===== config.mk =====
export PLATFORM = sky130hd
export DESIGN_NAME = us_timer_sched
export DESIGN_NICKNAME = d
export VERILOG_FILES = /design/src/rtl/timer_pkg.sv /design/src/rtl/rr_arbiter.sv /design/src/rtl/us_timer_sched.sv
export SDC_FILE = /design/constraint.sdc
export NUM_CORES = 1
export LEC_CHECK = 0
export BUFFER_PORTS_ARGS = -buffer_cell sky130_fd_sc_hd__buf_2
export CORE_MARGIN = 2
export CORE_UTILIZATION = 31
export DETAILED_ROUTE_END_ITERATION = 6
export MAX_ROUTING_LAYER = met4
export SYNTH_ARGS = -nofsm -noshare
export SYNTH_HDL_FRONTEND = slang
export SYNTH_SLANG_ARGS = --single-unit

===== constraint.sdc =====
create_clock -name clk_36MHz -period 7.8 [get_ports clk_36MHz]
set_input_delay 0.78 -clock clk_36MHz [delete_from_list [all_inputs] [get_ports clk_36MHz]]
set_output_delay 0.78 -clock clk_36MHz [all_outputs]
set_load 0.02 [all_outputs]

===== src/rtl/timer_pkg.sv =====
// Shared constants for the microsecond timer scheduler: timebase divider,
// requester channel indices and the duration width.
package timer_pkg;

    localparam int CLK_DIV_1US = 36;
    localparam int DUR_W       = 16;

    localparam int CH_ALIEN = 0;
    localparam int CH_SHOT  = 1;
    localparam int CH_UFO   = 2;
    localparam int CH_SOUND = 3;

endpackage


===== src/rtl/rr_arbiter.sv =====
// Round-robin arbiter: combinational one-hot grant over the eligible
// requests, searching from the channel after the last one granted.
module rr_arbiter #(
    parameter int N = 4
) (
    input  logic         clk,
    input  logic         rst_n,
    input  logic [N-1:0] req,
    output logic [N-1:0] gnt
);

    localparam int PTR_W = $clog2(N);

    // start_q is the first index searched; 0 after reset so channel 0 leads.
    logic [PTR_W-1:0] start_q, start_d;
    logic             found;
    int               idx;

    always_comb begin
        gnt     = '0;
        start_d = start_q;
        found   = 1'b0;
        idx     = 0;
        for (int k = 0; k < N; k++) begin
            idx = int'(start_q) + k;
            if (idx >= N) begin
                idx = idx - N;
            end
            if (!found && req[idx]) begin
                found    = 1'b1;
                gnt[idx] = 1'b1;
                start_d  = (idx == N - 1) ? '0 : PTR_W'(idx + 1);
            end
        end
    end

    always_ff @(posedge clk or negedge rst_n) begin
        if (!rst_n) begin
            start_q <= '0;
        end else begin
            start_q <= start_d;
        end
    end

endmodule


===== src/rtl/us_timer_sched.sv =====
// One shared 1 us timebase serving NUM_CH one-shot microsecond delays.
// Build option TIMER_CANCEL_EN adds a per-channel cancel input.
module us_timer_sched #(
    parameter int CLK_DIV = timer_pkg::CLK_DIV_1US,
    parameter int NUM_CH  = 4,
    parameter int DUR_W   = timer_pkg::DUR_W
) (
    input  logic                    clk_36MHz,
    input  logic                    reset,
    input  logic                    en,
    input  logic [NUM_CH-1:0]       req,
    input  logic [NUM_CH*DUR_W-1:0] dur,
`ifdef TIMER_CANCEL_EN
    input  logic [NUM_CH-1:0]       cancel,
`endif
    output logic [NUM_CH-1:0]       gnt,
    output logic [NUM_CH-1:0]       busy,
    output logic [NUM_CH-1:0]       done,
    output logic                    tick_1us
);

    import timer_pkg::*;

    localparam int PRE_W = $clog2(CLK_DIV);

    logic [PRE_W-1:0]  pre_q, pre_d;
    logic              tick_q, tick_d;
    logic [NUM_CH-1:0] gnt_q, gnt_d;
    logic [NUM_CH-1:0] elig;
    logic [NUM_CH-1:0] cancel_v;

`ifdef TIMER_CANCEL_EN
    assign cancel_v = cancel;
`else
    assign cancel_v = '0;
`endif

    always_comb begin
        pre_d  = pre_q;
        tick_d = 1'b0;
        if (en) begin
            if (pre_q == PRE_W'(CLK_DIV - 1)) begin
                pre_d  = '0;
                tick_d = 1'b1;
            end else begin
                pre_d = pre_q + 1'b1;
            end
        end
    end

    always_ff @(posedge clk_36MHz or negedge reset) begin
        if (!reset) begin
            pre_q  <= '0;
            tick_q <= 1'b0;
            gnt_q  <= '0;
        end else begin
            pre_q  <= pre_d;
            tick_q <= tick_d;
            gnt_q  <= gnt_d;
        end
    end

    // A channel granted last cycle is masked so a held req cannot double-load.
    assign elig = req & ~busy & ~gnt_q;

    rr_arbiter #(
        .N (NUM_CH)
    ) u_arb (
        .clk   (clk_36MHz),
        .rst_n (reset),
        .req   (elig),
        .gnt   (gnt_d)
    );

    assign gnt      = gnt_q;
    assign tick_1us = tick_q;

    for (genvar i = 0; i < NUM_CH; i++) begin : g_ch
        logic [DUR_W-1:0] cnt_q, cnt_d, dur_i;
        logic             busy_q, busy_d, done_q, done_d;

        assign dur_i = dur[i*DUR_W +: DUR_W];

        // Priority: load, then cancel, then countdown on the registered tick.
        always_comb begin
            cnt_d  = cnt_q;
            busy_d = busy_q;
            done_d = 1'b0;
            if (gnt_d[i]) begin
                cnt_d  = dur_i;
                busy_d = (dur_i != '0);
                done_d = (dur_i == '0);
            end else if (cancel_v[i]) begin
                cnt_d  = '0;
                busy_d = 1'b0;
            end else if (tick_q && busy_q) begin
                if (cnt_q == DUR_W'(1)) begin
                    cnt_d  = '0;
                    busy_d = 1'b0;
                    done_d = 1'b1;
                end else begin
                    cnt_d = cnt_q - 1'b1;
                end
            end
        end

        always_ff @(posedge clk_36MHz or negedge reset) begin
            if (!reset) begin
                cnt_q  <= '0;
                busy_q <= 1'b0;
                done_q <= 1'b0;
            end else begin
                cnt_q  <= cnt_d;
                busy_q <= busy_d;
                done_q <= done_d;
            end
        end

        assign busy[i] = busy_q;
        assign done[i] = done_q;
    end

endmodule


==> key figures <==
Setup path
  • Reg-to-Reg End: g_ch[2].cnt_q[9]
  • WS Path Type: reg -> reg
  • Crit path capture type: register
  • Worst R2R Start: u_arb.start_q[0]
  • Startpoint Class: register
  • Max stage delay cell, worst path: dfrtp_1
  • Crit path DAT: 3.92 ns
  • CP peak stage delay: 0.70 ns
  • Worst path cell trace: inv_2, ha_1, mux2i_1, mux2i_1, o2111a_1, a2bb2oi_4, mux2_2
  • Maximum fanout along the worst path: 19
  • Most Frequent Cell on Critical Path: mux2i_1
  • Worst reg2reg setup slack: 4.11 ns
  • Critical path data required time: 8.03 ns
  • CP startpoint: u_arb.start_q[0]
  • R2R depth: 7
  • Worst setup path endpoint: g_ch[2].cnt_q[9]

Floorplan
  • Row count: 51
  • Starting Density: 31.46%
  • Die Wd: 144.3 µm
  • Die footprint: 20830 µm²
  • Die Span Y: 144.3 µm
  • I/O pin count: 84
  • Area of the core: 19400 µm²

Placement
  • Port bufs: 83
  • Hpwl dp: 10670 µm
  • Final Wtd Congestion: 0.8892

Timing
  • Hold slack: 0.3966 ns
  • Relative slew slack: 38.73%
  • Tcrit/Tclk final: 47.31%
  • Finish-stage setup viols: 0
  • Minimum clock period: 3.690 ns
  • Final setup skew: 0.009506 ns
  • Tightest Pin Transition: 0.9123 ns
  • Slew Limit Fails: 0
  • Max Freq: 271.0 MHz
  • RSZ-0062 raised after global routing: false
  • Final hold vios: 0
  • Post-route setup TNS: 0 ns

Logic synthesis
  • Synth area leaders: dfrtp_1 35%, mux2_2 8.3%, mux2_4 7.1%
  • Number of flops mapped to enable cells by yosys: 0
  • Cell with the most instances after synthesis: dfrtp_1
  • Seq/Total Area, Yosys: 34.85%
  • Mean Syn Cell Area: 9.750 µm²
  • Synth Warn #: 0
  • Net Count, Synth: 713
  • Post-synthesis cell type count: 66
  • Post-synth top area share: 34.85%
  • Yosys reg bits: 85
  • Ys flop type: dfrtp_1
  • Area of the mapped netlist: 6103 µm²
  • Ys async rst share: 100.0%
  • Synth top cells by count: 85 x dfrtp_1, 51 x nor2_1, 47 x o21ai_0
  • Synth area leader: dfrtp_1
  • Cells after synthesis: 626

Routing
  • Initial DRT Pass Iterations: 6
  • DR WL/cell: 15.43 µm
  • Vias per cell: 5.155
  • Vias post-DR: 4923
  • Residual DRC: 0
  • Drt total wl: 14740 µm
  • DR iter-0 viols: 358
  • DRT antenna net count: 0

Pwr
  • Clock power share: 19.6%
  • Sequential power share: 36.3%
  • Peak VDD IR: 0.1156 mV
  • Pwr Total: 2.454 mW
  • Pwr dens: 354.0 nW/µm²
  • Cell Int Power: 1.551 mW
  • Sw Ratio: 36.78%
  • Share of total power in combinational logic: 44.1%
  • LEAKAGE: 2.909 nW
  • Switch Pwr: 0.9026 mW

Clock network
  • Worst-skew pair later-pin latency: 0.35 ns
  • PostCTS Resize Cnt: 0
  • CTS clk-pin slew, worst paths: 0.07 ns
  • H-tree Lvls: 3
  • CTS max path bufs: 2
  • TritonCTS buffer count: 9
  • Clock sink total: 85
  • CTS hold repair buffers: 0
  • Post CTS Setup Buffer Count: 0
  • CTS tree: yes
  • Root Buffer: clkbuf_16

Global routing
  • Largest net degree at the start of global routing: 49
  • Gr usage total: 15.15%
  • Gr ovfl total: 0
  • First-pass GRT wire length: 24150 µm
  • Vias in the first global route: 4815
  • Initial antenna violation count: 0

Outcome
  • Status: complete, no violations

Job
  • Max-Cap Viols: 0

Layout
  • Diodes inserted: 0
  • Share of layout cells above drive strength 1: 28.84%
  • Area delta synth->final: 13.57%
  • Nets@finish: 772

Min path
  • Class of the worst hold path: in -> async
-- cells by family (layout without fill, tap and decap cells) --
logic type | Yosys count | in the layout | synth area share (%)
flip-flops | 85 | 85 | 34.85
multiplexers | 91 | 91 | 18.22
AND/OR/NAND/NOR | 237 | 237 | 21.98
AO/OA/AOI/OAI | 134 | 134 | 15.48
XOR/XNOR | 4 | 4 | 0.5741
adder cells (fa/ha/maj) | 16 | 16 | 3.280
buffers and inverters | 59 | 123 | 5.617
-- layout make-up --
type	count	area [µm²]
fillers	2011	12470
multi-input cells	482	3633
flip-flops and latches	85	2127
repair buffers	84	425.4
well taps	265	331.6
clock buffers	13	260.3
inverters	23	86.33
clock inverters	3	67.56
-- worst max-delay path, delay by kind of cell, from the launching register on --
| family | cells | cell delay (ns) |
|---|---|---|
| mux | 3 | 1.10 |
| buf+inv | 1 | 0.25 |
| flops | 1 | 0.70 |
| compound gates | 2 | 0.94 |
| fa+ha+maj | 1 | 0.57 |
-- state kept, by name, summed over array words and instances, names as in the netlist --
signal         cells
g_ch.busy_q        4
g_ch.done_q        4
tick_1us           1
g_ch.cnt_q        64
gnt                4
pre_q              6
u_arb.start_q      2
-- placed cells by master (no fill, tap or decap), types with 4 or more instances in the layout --
master     instances
ha_1              16
o2111ai_1          4
o21ai_0           47
nand2_1           37
and2_1             7
mux2_4            29
buf_2             82
a21boi_0           4
a22o_1            14
nand4_1            8
or3b_2             4
nor3b_2            4
a32o_1            10
nand3_1           18
mux2_2            45
nor3_1            29
nor2_1            51
or4_1              8
a21oi_1           17
mux2i_1           17
or3_1             11
nor3b_1            5
clkbuf_16          9
inv_1             22
dfrtp_1           85
nor3_2             4
nor4_1            23
o31ai_1            8
o21ai_1            9
-- metrics by stage --
stage / worst slack (ns) / utilization (%) / instances / instance area, µm²
after CTS: 4.181 / 35.73 / 955 / 6932
after global placement: 4.277 / 34.04 / 939 / 6604
after global routing: 3.805 / 35.73 / 955 / 6932
after floorplan: 4.979 / - / 626 / 6103
final: 4.110 / 35.73 / 955 / 6932
after detailed placement: 4.196 / 34.04 / 939 / 6604
-- power groups by stage --
| stage | Clock [mW] | Sequential (mW) | Combinational [mW] |
|---|---|---|---|
| finish | 0.481 | 0.890 | 1.08 |
| global route | 0.514 | 0.931 | 1.21 |
| CTS | 0.496 | 0.886 | 1.09 |
| detailed placement | 0 | 0.888 | 1.09 |
| global placement | 0 | 0.888 | 1.07 |
| floorplan | 0 | 0.824 | 0.968 |
-- worst min path at each step --
stage / from / end / cells after the start
final: reset / g_ch[2].cnt_q[13] / 1
after global routing: reset / g_ch[2].cnt_q[9] / 1
after CTS: reset / g_ch[2].cnt_q[9] / 1
after detailed placement: pre_q[4] / pre_q[4] / 1
after global placement: pre_q[4] / pre_q[4] / 1
after floorplan: pre_q[4] / pre_q[4] / 1
-- metal layers --
metal	share of wire (%)	global-route usage, %
met1	47	19.98
met3	3.6	2.285
met4	1.9	6.030
met5	0	-
met2	47	23.45
Power figures use the tool's default switching activity.
